**src/rtl/frac_pkg.sv**
```systemverilog
// Shared constants and FSM state type for the fraction reducer.
package frac_pkg;

   localparam int W_DEF = 7;

   typedef enum logic [1:0] {
      IDLE = 2'd0,
      DIV  = 2'd1,
      DONE = 2'd2
   } state_t;

   function automatic int cnt_width(input int w);
      return ($clog2(w) < 1) ? 1 : $clog2(w);
   endfunction

   localparam int CNT_W = cnt_width(W_DEF);

endpackage

```
**src/rtl/frac_reduce_seq_div.sv**
```systemverilog
// One restoring shift-subtract divider slice, one quotient bit per step.
// quo/rem present the values the registers will hold after the current step.
module seq_div #(
   parameter int W = 7
) (
   input  logic         clk,
   input  logic         rst,
   input  logic         load,
   input  logic         step,
   input  logic [W-1:0] dividend,
   input  logic [W-1:0] divisor,
   output logic [W-1:0] quo,
   output logic [W:0]   rem
);

   // Quotient bits shift into the dividend register as dividend bits leave it.
   logic [W-1:0] dvd_reg;
   logic [W-1:0] dsr_reg;
   logic [W:0]   rem_reg;
   logic [W:0]   rem_shift;
   logic [W:0]   rem_next;
   logic         q_bit;

   always_comb begin
      rem_shift = {rem_reg[W-1:0], dvd_reg[W-1]};
      rem_next  = rem_shift;
      q_bit     = 1'b0;
      if (rem_shift >= {1'b0, dsr_reg}) begin
         rem_next = rem_shift - {1'b0, dsr_reg};
         q_bit    = 1'b1;
      end
   end

   assign quo = {dvd_reg[W-2:0], q_bit};
   assign rem = rem_next;

   always_ff @(posedge clk or posedge rst) begin
      if (rst) begin
         dvd_reg <= '0;
         dsr_reg <= '0;
         rem_reg <= '0;
      end else if (load) begin
         dvd_reg <= dividend;
         dsr_reg <= divisor;
         rem_reg <= '0;
      end else if (step) begin
         dvd_reg <= quo;
         rem_reg <= rem_next;
      end
   end

endmodule

```
**src/rtl/frac_reduce.sv**
```systemverilog
// Reduces a/gcd and b/gcd with two parallel sequential dividers behind
// ready/valid handshakes; flags a zero or inconsistent gcd.
module frac_reduce
   import frac_pkg::*;
#(
   parameter int W = W_DEF
) (
   input  logic         clk,
   input  logic         rst,
   input  logic         in_valid,
   output logic         in_ready,
   input  logic [W-1:0] a,
   input  logic [W-1:0] b,
   input  logic [W-1:0] gcd,
   output logic         out_valid,
   input  logic         out_ready,
   output logic [W-1:0] num,
   output logic [W-1:0] den,
   output logic         err
);

   localparam int CW = cnt_width(W);

   state_t        state;
   logic [CW-1:0] cnt;
   logic          accept;
   logic          load;
   logic          step;
   logic [W-1:0]  quo_a;
   logic [W-1:0]  quo_b;
   logic [W:0]    rem_a;
   logic [W:0]    rem_b;

   assign in_ready = (state == IDLE);
   assign accept   = in_valid && in_ready;
   assign load     = accept && (gcd != '0);
   assign step     = (state == DIV);

   seq_div #(.W(W)) u_div_a (
      .clk      (clk),
      .rst      (rst),
      .load     (load),
      .step     (step),
      .dividend (a),
      .divisor  (gcd),
      .quo      (quo_a),
      .rem      (rem_a)
   );

   seq_div #(.W(W)) u_div_b (
      .clk      (clk),
      .rst      (rst),
      .load     (load),
      .step     (step),
      .dividend (b),
      .divisor  (gcd),
      .quo      (quo_b),
      .rem      (rem_b)
   );

   always_ff @(posedge clk or posedge rst) begin
      if (rst) begin
         state     <= IDLE;
         cnt       <= '0;
         out_valid <= 1'b0;
         num       <= '0;
         den       <= '0;
         err       <= 1'b0;
      end else begin
         case (state)
            IDLE: begin
               if (accept) begin
                  if (gcd == '0) begin
                     state     <= DONE;
                     out_valid <= 1'b1;
                     num       <= a;
                     den       <= b;
                     err       <= 1'b1;
                  end else begin
                     state <= DIV;
                     cnt   <= CW'(W - 1);
                  end
               end
            end
            DIV: begin
               cnt <= cnt - 1'b1;
               // The final step's results are captured via the lookahead outputs.
               if (cnt == '0) begin
                  state     <= DONE;
                  out_valid <= 1'b1;
                  num       <= quo_a;
                  den       <= quo_b;
                  err       <= (rem_a != '0) || (rem_b != '0);
               end
            end
            DONE: begin
               if (out_ready) begin
                  state     <= IDLE;
                  out_valid <= 1'b0;
               end
            end
            default: begin
               state     <= IDLE;
               out_valid <= 1'b0;
            end
         endcase
      end
   end

endmodule
```
**config.mk**
```make
export PLATFORM = sky130hd
export DESIGN_NAME = frac_reduce
export DESIGN_NICKNAME = d
export VERILOG_FILES = /design/src/rtl/frac_pkg.sv /design/src/rtl/frac_reduce_seq_div.sv /design/src/rtl/frac_reduce.sv
export SDC_FILE = /design/constraint.sdc
export NUM_CORES = 1
export LEC_CHECK = 0
export BUFFER_PORTS_ARGS = -buffer_cell sky130_fd_sc_hd__buf_2
export CAP_MARGIN = 20
export CORE_ASPECT_RATIO = 0.5
export CORE_MARGIN = 1
export CORE_UTILIZATION = 35
export CTS_CLUSTER_DIAMETER = 150
export CTS_CLUSTER_SIZE = 30
export DETAILED_ROUTE_END_ITERATION = 7
export GPL_TIMING_DRIVEN = 1
export PLACE_DENSITY = 0.65
export SYNTH_ARGS = -nofsm -noshare
export SYNTH_HDL_FRONTEND = slang
export SYNTH_SLANG_ARGS = --single-unit
```
**constraint.sdc**
```tcl
create_clock -name clk -period 7.4 [get_ports clk]
set_input_delay 0 -clock clk [delete_from_list [all_inputs] [get_ports clk]]
set_output_delay 0 -clock clk [all_outputs]
set_load 0.03 [all_outputs]
```
; ---- Yosys cells after proc, flatten, opt, wreduce, memory -nomap -nowiden
; Index checks and enable logic that the tools add are counted.
[word_totals]
inputBits = 25
regBits = 56
word_cells = 73
out_inout_bits = 17
[classes]
n_reduce_logical = 15
n_lt_le_gt_ge = 2
n_eq_ne = 7
n_addsub = 3
n_mux = 35
[ops]
columns = cell, n
row1 = $mux 7, 14
row2 = $pmux 7 s2, 2
row3 = $ge 8x7->1, 2
row4 = $mux 8, 2
row5 = $reduce_bool 8->1, 2
row6 = $sub 8x7->8, 2
row7 = $mux 2, 4
row8 = $reduce_and 4->1, 2
row9 = $logic_not 7->1, 1
row10 = $mux 1, 7
row11 = $reduce_bool 7->1, 1
row12 = $mux 3, 2
row13 = $ne 2x1->1 const B, 3
row14 = $pmux 2 s3, 1
row15 = $pmux 3 s2, 1
row16 = $reduce_and 3->1, 2
row17 = $ne 2x2->1 const B, 2
row18 = $reduce_bool 2->1, 2
row19 = $logic_not 3->1, 1
row20 = $pmux 1 s3, 1
row21 = $sub 3x1->3 const B, 1
row22 = $eq 2x1->1 const B, 1
row23 = $eq 2x2->1 const B, 1
row24 = $logic_and 1x1->1, 2
row25 = other kinds (3), 3

; ---- Logic depth before layout (Yosys ltp)
; Gate-level depths: netlist of the first run.
[logic_depth]
word_depth = 6
ltp_mapped = 12
ltp_nobuf = 11

; ---- Hierarchy
; A second synthesis of the first run with hierarchy kept.
[hier_totals]
hier_cells = 404
area_unflattened_um2 = 3905.0
[by_module_without_submodules]
columns = mod, area_per_inst_um2, cells_each, n_inst, seq_area_each_um2
row1 = seq_div at u_div_a, 1417.6, 156, 1, 525.5
row2 = seq_div at u_div_b, 1411.4, 156, 1, 525.5
row3 = frac_reduce, 1076.0, 92, 1, 525.5

; ---- Worst setup path before layout of the first run
; OpenSTA, ideal clock, no wires.
[synth_timing]
kind = register -> register
from = reg u_div_a.dvd_reg[6]
to = reg err
period_less_slack_ps = 2367
path_stages_with_launch = 13
setup_ps = 131
required_time_ps = 7269
t_arrival_ps = 2235
n_path_buf = 1
slack_ps = 5033
path_cell_list = dfrtp_1 > inv_1 > ha_1 > inv_1 > fa_1 > nand3_1 > a31oi_2 > nor4_4 > buf_6 > mux2i_1 > nand4_1 > nor4_1 > a21oi_1
[synth_via]
elab_chain_len = 6
word_cells_on_any_way = 7
cone_classes = add/sub: 1 / order compare: 1 / mux: 3 / reduce/logical: 2
[synth_lines]
columns = item, line
row1 = from (decl), frac_reduce_seq_div.sv:17  ; logic [W-1:0] dvd_reg;
row2 = from (signal assigned), frac_reduce_seq_div.sv:43  ; dvd_reg <= dividend;
row3 = from (signal assigned), frac_reduce_seq_div.sv:47  ; dvd_reg <= quo;
row4 = $sub 8x7->8 or $ge 8x7->1 (tied branches), "frac_reduce_seq_div.sv:29, frac_reduce_seq_div.sv:28"
row5 = $mux 8 (*), frac_reduce_seq_div.sv:28  ; if (rem_shift >= {1'b0, dsr_reg}) begin
row6 = $reduce_bool 8->1 (*), frac_reduce.sv:93  ; err <= (rem_a != '0) || (rem_b != '0);
row7 = $logic_or 1x1->1 (*), frac_reduce.sv:93
row8 = $mux 1 (*), frac_reduce.sv:88  ; if (cnt == '0) begin
row9 = $pmux 1 s2 (*), frac_reduce.sv:70  ; case (state)
row10 = to (signal assigned), frac_reduce.sv:93
row11 = to (decl), frac_reduce.sv:19  ; output logic err
; Mark *: on every way between the ends. The rest lies on a longest branch, timed or not. The select of a mux whose other input is x is not followed.
; A chain may end at the register's enable or synchronous reset.

; ---- Worst setup path after layout of the first run
; Ends and elaborated chain as after synthesis.

==> flow_summary.ini, run 1 <==
[run_status]
failed_checks = DRC
outcome = finished with violations

[cells_and_area]
area_taken_by_multi_input_logic_gates_sq_um = 1740
most-common-layout-cells = sky130_fd_sc_hd__dfrtp_1, sky130_fd_sc_hd__a21oi_1, sky130_fd_sc_hd__nand2_1
finish.cell_count_without_fillers = 537
mostFrequentLayoutCell = sky130_fd_sc_hd__dfrtp_1
n_antenna_cell = 0
design.final.nets = 462
fraction_of_final_layout_cells_sized_beyond_drive_strength_1 = 0.160
flow.area_growth_from_synthesis_pct = 20.8
fillerInstances = 885
sequential_cell_area_in_the_final_layout_sq_um = 1400

[synthesis]
postSynth.asyncResetShare = 1.00
number_of_distinct_library_cells_after_synthesis = 53
syn-cell-area_sq_um = 3270
avgSynthCellArea_sq_um = 8.98
net_count_after_synthesis = 407
synth_area_leaders = sky130_fd_sc_hd__dfrtp_1, sky130_fd_sc_hd__a21oi_1, sky130_fd_sc_hd__ha_1
synth.ff_latch_count = 56
synth_enable_flop_cells = 0
syn_inst = 364
synth_top_flop_cell = sky130_fd_sc_hd__dfrtp_1
synthDominantCellAreaShare = 0.429
synth.yosys.seq_area_share = 0.429
synth_warnings = 0
synthDominantAreaCellType = sky130_fd_sc_hd__dfrtp_1

[sta]
slew-limit-headroom = 0.292
setup_tns_ns = 0
timing.final.max_slew_violations = 0
max_slew.worst_pin.slew_ns = 1.06
final_period_minus_worst_setup_slack_ns = 2.93
finalWorstSetupSlack_ns = 4.47
fin_skew_ns = 0.00413
rsz_0062_raised_after_global_routing = false
holdWs_ns = 0.0217
final.period_utilization = 0.396
max_clock_freq_mhz = 341
hold_viol = 0
setup_viol = 0

[hold_path]
worst_hold_path_type = in -> reg

[drt]
routed_wl_mm = 7.34
drcViolationCount = 1
detail_route.vias_per_cell = 5.06
first_pass_iters = 6
routed_wire_length_per_instance_microns = 13.7
dr_total_vias = 2715
drt_first_iter_violations = 102
antenna_violating_nets_post_route = 0

[placed_design]
post-place-ws_ns = 4.53
dpl.cell_count = 507
count_of_buffers_inserted_at_the_top_level_ports = 41
hpwl_mm = 5.04
routabilityCongestion = 0.903

[worst_setup_path]
cp_num_buf_inv = 2
crit_arrival_ns = 3.10
timing_worst_setup_path_type = reg -> reg
critical-path-max-stage-delay_ns = 0.63
path_max_fanout = 15
critPathMostFrequentCell = sky130_fd_sc_hd__inv_1
worstPathCellList = inv_1 > ha_1 > inv_1 > fa_1 > nand3_1 > a31oi_2 > nor4_4 > nor4b_2 > o211ai_1 > nor4_1 > a21oi_1
kind_of_launch_point_of_the_worst_setup_path = flip-flop
timing.critical_path.required_ns = 7.57
cp_top_family = simple AND/OR/NAND/NOR gates
slowest_stage = sky130_fd_sc_hd__nor4_4
critical_path.endpoint_type = flip-flop

[run]
drv.max_cap_violation_count = 0

[grt]
grtUsageTotal = 0.162
antenna_violations_before_repair = 0
globalRoute.totalOverflow = 0
grt_first_pass_wirelength_mm = 12.7
first_global_vias = 2647
grt_start_max_net_pins = 59

[die]
design.portCount = 42
die_w_microns = 139
initial_standard_cell_utilization_of_the_core = 0.368
dieArea_sq_um = 9750
die-height_microns = 70.3
design.core.area_sq_um = 8890
floorplan.rows = 24

[cts]
cts_tree = done
clock_path_buffers = 2
tritoncts.num_buffers = 5
cts_hold_buffers = 22
clockRootBuffer = sky130_fd_sc_hd__clkbuf_16
clock_sink_count = 56
ctsHtreeMaxLevel = 2
clkTransAtPathRegs_ns = 0.07
cts_resized = 0
clk-insertion-delay-late_ns = 0.29
post-cts-setup-buffers = 0
## metal layers
layer	up-vias	GRT usage	wire [microns]
li1	1401	-	-
met1	1263	0.226	3790
met2	43	0.258	3180
met3	8	0.0288	289
met4	0	0.0494	87
met5	-	0	0
## path summary, 6_finish.rpt
kind                                    start  slack [ns]                  to  depth (start not counted)
setup / recovery           u_div_a.dvd_reg[6]        4.47                 err                         11
hold / removal                      out_ready        0.02            state[1]                          3
setup reg to reg           u_div_a.dvd_reg[6]        4.47                 err                         11
hold reg to reg                     out_valid        0.48           out_valid                          1
max in group asynchronous                 rst        6.48  u_div_a.dsr_reg[3]                          4
min in group asynchronous                 rst        0.43              num[3]                          4
## synthesized netlist by cell type, drive strengths merged, types with 2 or more instances
cell,instances
dfrtp,56
a21oi,55
nand2,42
nor2,29
o21ai,29
ha,16
inv,16
clkbuf,14
o22ai,14
and2,12
mux2i,10
buf,5
xor2,5
nand3,4
nor2b,4
o21a,4
a21o,3
nand2b,3
nand4,3
nor3,3
nor4,3
nor4b,3
xnor2,3
a221o,2
and3b,2
fa,2
o31ai,2
or2,2
## worst min-delay path, stage by stage
cell,delay [ns]
sky130_fd_sc_hd__buf_2,0.08
sky130_fd_sc_hd__nor2_1,0.04
sky130_fd_sc_hd__a21o_1,0.16
## layout make-up
class | count | share of cell area
Inverter | 16 | 0.0152
Multi-Input combinational cell | 273 | 0.440
Clock buffer | 5 | 0.0317
Tap cell | 117 | 0.0371
Clock inverter | 3 | 0.00539
Timing Repair Buffer | 67 | 0.115
Sequential cell | 56 | 0.355
## stage by stage
stage / instance area, sq um / util
detailed placement: 3580 / 0.403
finish: 3950 / 0.444
global placement: 3580 / 0.403
floorplan: 3270 / -
global route: 3950 / 0.444
CTS: 3950 / 0.444
## logic make-up after synthesis
| logic type | after synthesis | share of synthesized area |
|---|---|---|
| compound gates | 122 | 0.224 |
| xor+xnor | 8 | 0.0214 |
| fa+ha+maj | 18 | 0.0735 |
| flops | 56 | 0.429 |
| buf+inv | 35 | 0.0448 |
| mux | 11 | 0.0341 |
| simple gates | 114 | 0.173 |
Power of run 1 is not shown: default switching activity piles up to over one toggle a cycle in this logic, so the estimate is an artifact.
==> run 2, diff against run 1 <==
==> constraint.sdc (replaced) <==
create_clock -name clk -period 2.75 [get_ports clk]
set_input_delay 0 -clock clk [delete_from_list [all_inputs] [get_ports clk]]
set_output_delay 0 -clock clk [all_outputs]
set_load 0.03 [all_outputs]
==> flow_summary.ini, run 2 (synthesis gave the netlist of run 1 again) <==
[drt]
highest_layer = met4
dr_wl_met3_microns = 362
routed_wl_mm = 7.88
dr_total_vias = 2788
drcViolationCount = 1
routed_wire_length_per_instance_microns = 14.3
drt_first_iter_violations = 151
met2_length_mm = 3.53
first_pass_iters = 6
detail_route.vias_per_cell = 5.05
antenna_violating_nets_post_route = 0
wl_met1_mm = 3.87

[sta]
setup_tns_ns = 0
max_clock_freq_mhz = 382
final_period_minus_worst_setup_slack_ns = 2.61
slew-limit-headroom = 0.635
final.period_utilization = 0.951
timing.final.max_slew_violations = 0
hold_viol = 0
setup_viol = 0
max_slew.worst_pin.slew_ns = 0.547
fin_skew_ns = 0.00503

[cts]
cts_tree = done
clk-insertion-delay-late_ns = 0.30
clkTransAtPathRegs_ns = 0.08
clock_sink_count = 56
clockRootBuffer = sky130_fd_sc_hd__clkbuf_16
tritoncts.num_buffers = 5
clock_path_buffers = 2
ctsHtreeMaxLevel = 2

[die]
design.portCount = 42
design.core.area_sq_um = 8890
dieArea_sq_um = 9750
die-height_microns = 70.3
floorplan.rows = 24
die_w_microns = 139
initial_standard_cell_utilization_of_the_core = 0.368

[grt]
grtUsageTotal = 0.175
first_global_vias = 2781
globalRoute.totalOverflow = 0
grt_start_max_net_pins = 29
grt_first_pass_wirelength_mm = 13.5
antenna_violations_before_repair = 0

[worst_setup_path]
cp_num_buf_inv = 3
timing_worst_setup_path_type = reg -> reg
path_max_fanout = 4
critical_path.endpoint_type = flip-flop
reg2reg_setup_slack_ns = 0.14
r2r_cells = 12
cp_num_cells = 12
timing.critical_path.required_ns = 2.93
critical-path-max-stage-delay_ns = 0.41
cp_top_family = simple AND/OR/NAND/NOR gates
kind_of_launch_point_of_the_worst_setup_path = flip-flop
worstPathCellList = inv_1 > ha_1 > inv_1 > fa_1 > nand3_2 > a31oi_2 > nor4_4 > buf_4 > mux2i_2 > nand4_1 > nor4_2 > a21oi_1
slowest_stage = sky130_fd_sc_hd__dfrtp_1
critPathMostFrequentCell = sky130_fd_sc_hd__inv_1
crit_arrival_ns = 2.80

[cells_and_area]
mostFrequentLayoutCell = sky130_fd_sc_hd__dfrtp_1
n_antenna_cell = 0
design.final.nets = 477
fillerInstances = 888
fin_util = 0.460
most-common-layout-cells = sky130_fd_sc_hd__dfrtp_1, sky130_fd_sc_hd__a21oi_1, sky130_fd_sc_hd__nand2_1
flow.area_growth_from_synthesis_pct = 25.2
fraction_of_final_layout_cells_sized_beyond_drive_strength_1 = 0.195

[run]
drv.max_cap_violation_count = 0

[placed_design]
hpwl_mm = 5.63
count_of_buffers_inserted_at_the_top_level_ports = 41
routabilityCongestion = 0.862

[hold_path]
timing.hold.worst_path_depth = 3
worst_hold_path_type = in -> reg

[run_status]
outcome = finished with violations
failed_checks = DRC
-- run 2: layout make-up --
class,instances,area (sq um),area share
flip-flops and latches,56,1400,0.342
well taps,117,146,0.0358
clock inverters,3,22.5,0.00550
inverters,16,60.1,0.0147
repair buffers,82,572,0.140
multi-input cells,273,1770,0.431
clock buffers,5,125,0.0306
-- run 2: what timing repair did --
| item | CTS | global route |
|---|---|---|
| endpoints found under the hold margin | 44 | 0 |
| gates resized for setup | 0 | 5 |
| hold buffers | 22 | 0 |
| endpoints found under the setup margin | 0 | 1 |
| setup buffers | 0 | 5 |
-- run 2: tightest hold or removal path: cells and delay by family --
family                 cells  cell delay [ns]
buffers and inverters      1             0.09
AO/OA/AOI/OAI              1             0.16
AND/OR/NAND/NOR            1             0.04
-- run 2: through the flow --
stage                     instances  worst slack [ns]  hold WS (ns)  cell area [sq um]
final                           552             0.135        0.0151               4090
after CTS                       547             0.159        0.0111               4030
after floorplan                 364             0.383         0.117               3270
after detailed placement        517             0.173        0.0859               3660
after global routing            552           -0.0108        0.0151               4090
after global placement          517             0.270        0.0823               3660
-- run 2: worst paths after layout --
check / start / to
worst max-delay path: u_div_a.dvd_reg[6] / err
worst min-delay path: out_ready / state[1]
worst max register to register: u_div_a.dvd_reg[6] / err
worst min register to register: out_valid / out_valid
max in group asynchronous: rst / u_div_a.dsr_reg[5]
min in group asynchronous: rst / den[5]
-- run 2: routing by layer --
metal	global-route usage	vias to the layer above
met4	0.0543	0
met3	0.0357	9
met2	0.274	61
met1	0.242	1283
li1	-	1435
met5	0	-
Power of run 2 is left out for the same reason.
==> run 3, diff against run 2 <==
--- a/config.mk
+++ b/config.mk
@@ -15,6 +15,7 @@
 export DETAILED_ROUTE_END_ITERATION = 7
 export GPL_TIMING_DRIVEN = 1
 export PLACE_DENSITY = 0.65
+export REMOVE_ABC_BUFFERS = 1
 export SYNTH_ARGS = -nofsm -noshare
 export SYNTH_HDL_FRONTEND = slang
 export SYNTH_SLANG_ARGS = --single-unit
==> flow_summary.ini, run 3 (synthesis gave the netlist of run 1 again) <==
[run_status]
outcome = finished with violations
failed_checks = DRC

[sta]
slew-limit-headroom = 0.578
final.period_utilization = 0.952
max_slew.worst_pin.slew_ns = 0.628
hold_viol = 0
final_period_minus_worst_setup_slack_ns = 2.62
max_clock_freq_mhz = 382
timing.final.max_slew_violations = 0
fin_skew_ns = 0.00573
rsz_0062_raised_after_global_routing = false
holdWs_ns = 0.0280
setup_tns_ns = 0
setup_viol = 0

[cts]
clock_path_buffers = 2
tritoncts.num_buffers = 5
clk-insertion-delay-late_ns = 0.29
cts_tree = done
clkTransAtPathRegs_ns = 0.08
clockRootBuffer = sky130_fd_sc_hd__clkbuf_16
ctsHtreeMaxLevel = 2
clock_sink_count = 56

[cells_and_area]
n_antenna_cell = 0
sequential_cell_area_in_the_final_layout_sq_um = 1400
fraction_of_final_layout_cells_sized_beyond_drive_strength_1 = 0.200
fin_util = 0.464
design.final.nets = 476
area_taken_by_multi_input_logic_gates_sq_um = 1800
most-common-layout-cells = sky130_fd_sc_hd__dfrtp_1, sky130_fd_sc_hd__a21oi_1, sky130_fd_sc_hd__nand2_1
mostFrequentLayoutCell = sky130_fd_sc_hd__dfrtp_1
fillerInstances = 873
flow.area_growth_from_synthesis_pct = 26.1

[run]
drv.max_cap_violation_count = 0

[worst_setup_path]
kind_of_launch_point_of_the_worst_setup_path = flip-flop
timing.rr.end = err
timing.critical_path.required_ns = 2.93
regToRegStartpoint = u_div_a.dvd_reg[6]
critical_path.endpoint = err
crit_arrival_ns = 2.79
slowest_stage = sky130_fd_sc_hd__dfrtp_2
path_max_fanout = 4
critical-path-max-stage-delay_ns = 0.45
r2r_cells = 12
timing_worst_setup_path_type = reg -> reg
worstPathCellList = inv_1 > ha_1 > inv_1 > fa_2 > nand3_2 > a31oi_2 > nor4_4 > buf_6 > mux2i_4 > nand4_1 > nor4_2 > a21oi_1
reg2reg_setup_slack_ns = 0.13
critical_path.endpoint_type = flip-flop
crit_path_start = u_div_a.dvd_reg[6]
critPathMostFrequentCell = sky130_fd_sc_hd__inv_1

[drt]
drcViolationCount = 2
antenna_violating_nets_post_route = 0
drt_first_iter_violations = 153
detail_route.vias_per_cell = 5.14
routed_wire_length_per_instance_microns = 14.5
dr_total_vias = 2832
routed_wl_mm = 7.98
first_pass_iters = 6

[die]
design.core.area_sq_um = 8890
die_w_microns = 139
floorplan.rows = 24
design.portCount = 42
initial_standard_cell_utilization_of_the_core = 0.368
dieArea_sq_um = 9750
die-height_microns = 70.3

[placed_design]
hpwl_mm = 5.55
count_of_buffers_inserted_at_the_top_level_ports = 41
routabilityCongestion = 0.884

[grt]
first_global_vias = 2642
globalRoute.totalOverflow = 0
grtUsageTotal = 0.171
antenna_violations_before_repair = 0
grt_start_max_net_pins = 27
grt_first_pass_wirelength_mm = 13.2

[hold_path]
worst_hold_path_type = in -> reg
==> run 3: changes by cell type in the layout (fill, tap and decap cells not counted), sizes merged <==
cell	delta
clkinv	-1
buf	-1
inv	-1
clkinvlp	+1
clkbuf	+1
==> run 3: worst min-delay path by stage <==
| stage | depth (start not counted) | from | end | slack, ns |
|---|---|---|---|---|
| 2_1_floorplan | 2 | gcd[1] | u_div_a.dsr_reg[1] | 0.12 |
| 3_3_place_gp | 2 | rst | den[5] | 0.05 |
| 3_5_place_dp | 2 | rst | den[5] | 0.06 |
| 4_1_cts | 3 | out_ready | state[1] | 0.02 |
| 5_1_grt | 3 | out_ready | state[1] | 0.04 |
| 6_report | 3 | out_ready | state[1] | 0.03 |
==> run 3: final cells by class <==
class / count / area share
clock inverters: 2 / 0.00395
flip-flops and latches: 56 / 0.340
clock buffers: 6 / 0.0313
inverters: 16 / 0.0146
multi-input cells: 273 / 0.438
well taps: 117 / 0.0355
repair buffers: 81 / 0.137
==> run 3: per-layer routing <==
metal | up-vias | wire [microns] | global-route usage
met5 | - | 0 | 0
met2 | 56 | 3510 | 0.261
met3 | 5 | 361 | 0.0267
met1 | 1352 | 4060 | 0.256
met4 | 0 | 47 | 0.0309
li1 | 1419 | - | -
==> run 3: through the flow <==
stage / setup WS [ns] / std cells / instance area [sq um]
after floorplan: -0.756 / 345 / 3180
after global placement: 0.244 / 516 / 3650
after detailed placement: 0.172 / 516 / 3650
after CTS: 0.153 / 546 / 4020
after global routing: 0.0107 / 551 / 4120
final: 0.132 / 551 / 4120
==> run 3: worst max-delay path, delay by kind of cell, from the launching register on <==
family,cells,cell delay [ns]
adders and majority gates,2,0.51
AOI/OAI and AO/OA,2,0.20
muxes,1,0.24
DFF,1,0.45
and+or+nand+nor,4,0.80
buffers and inverters,3,0.30
==> run 3: what timing repair did <==
item,4_1_cts,5_1_grt
resized for setup,0,12
hold buffers,22,0
hold endpoints to repair,42,0
setup buffers,0,5
endpoints found under the setup margin,0,1
Power of run 3 is left out for the same reason.
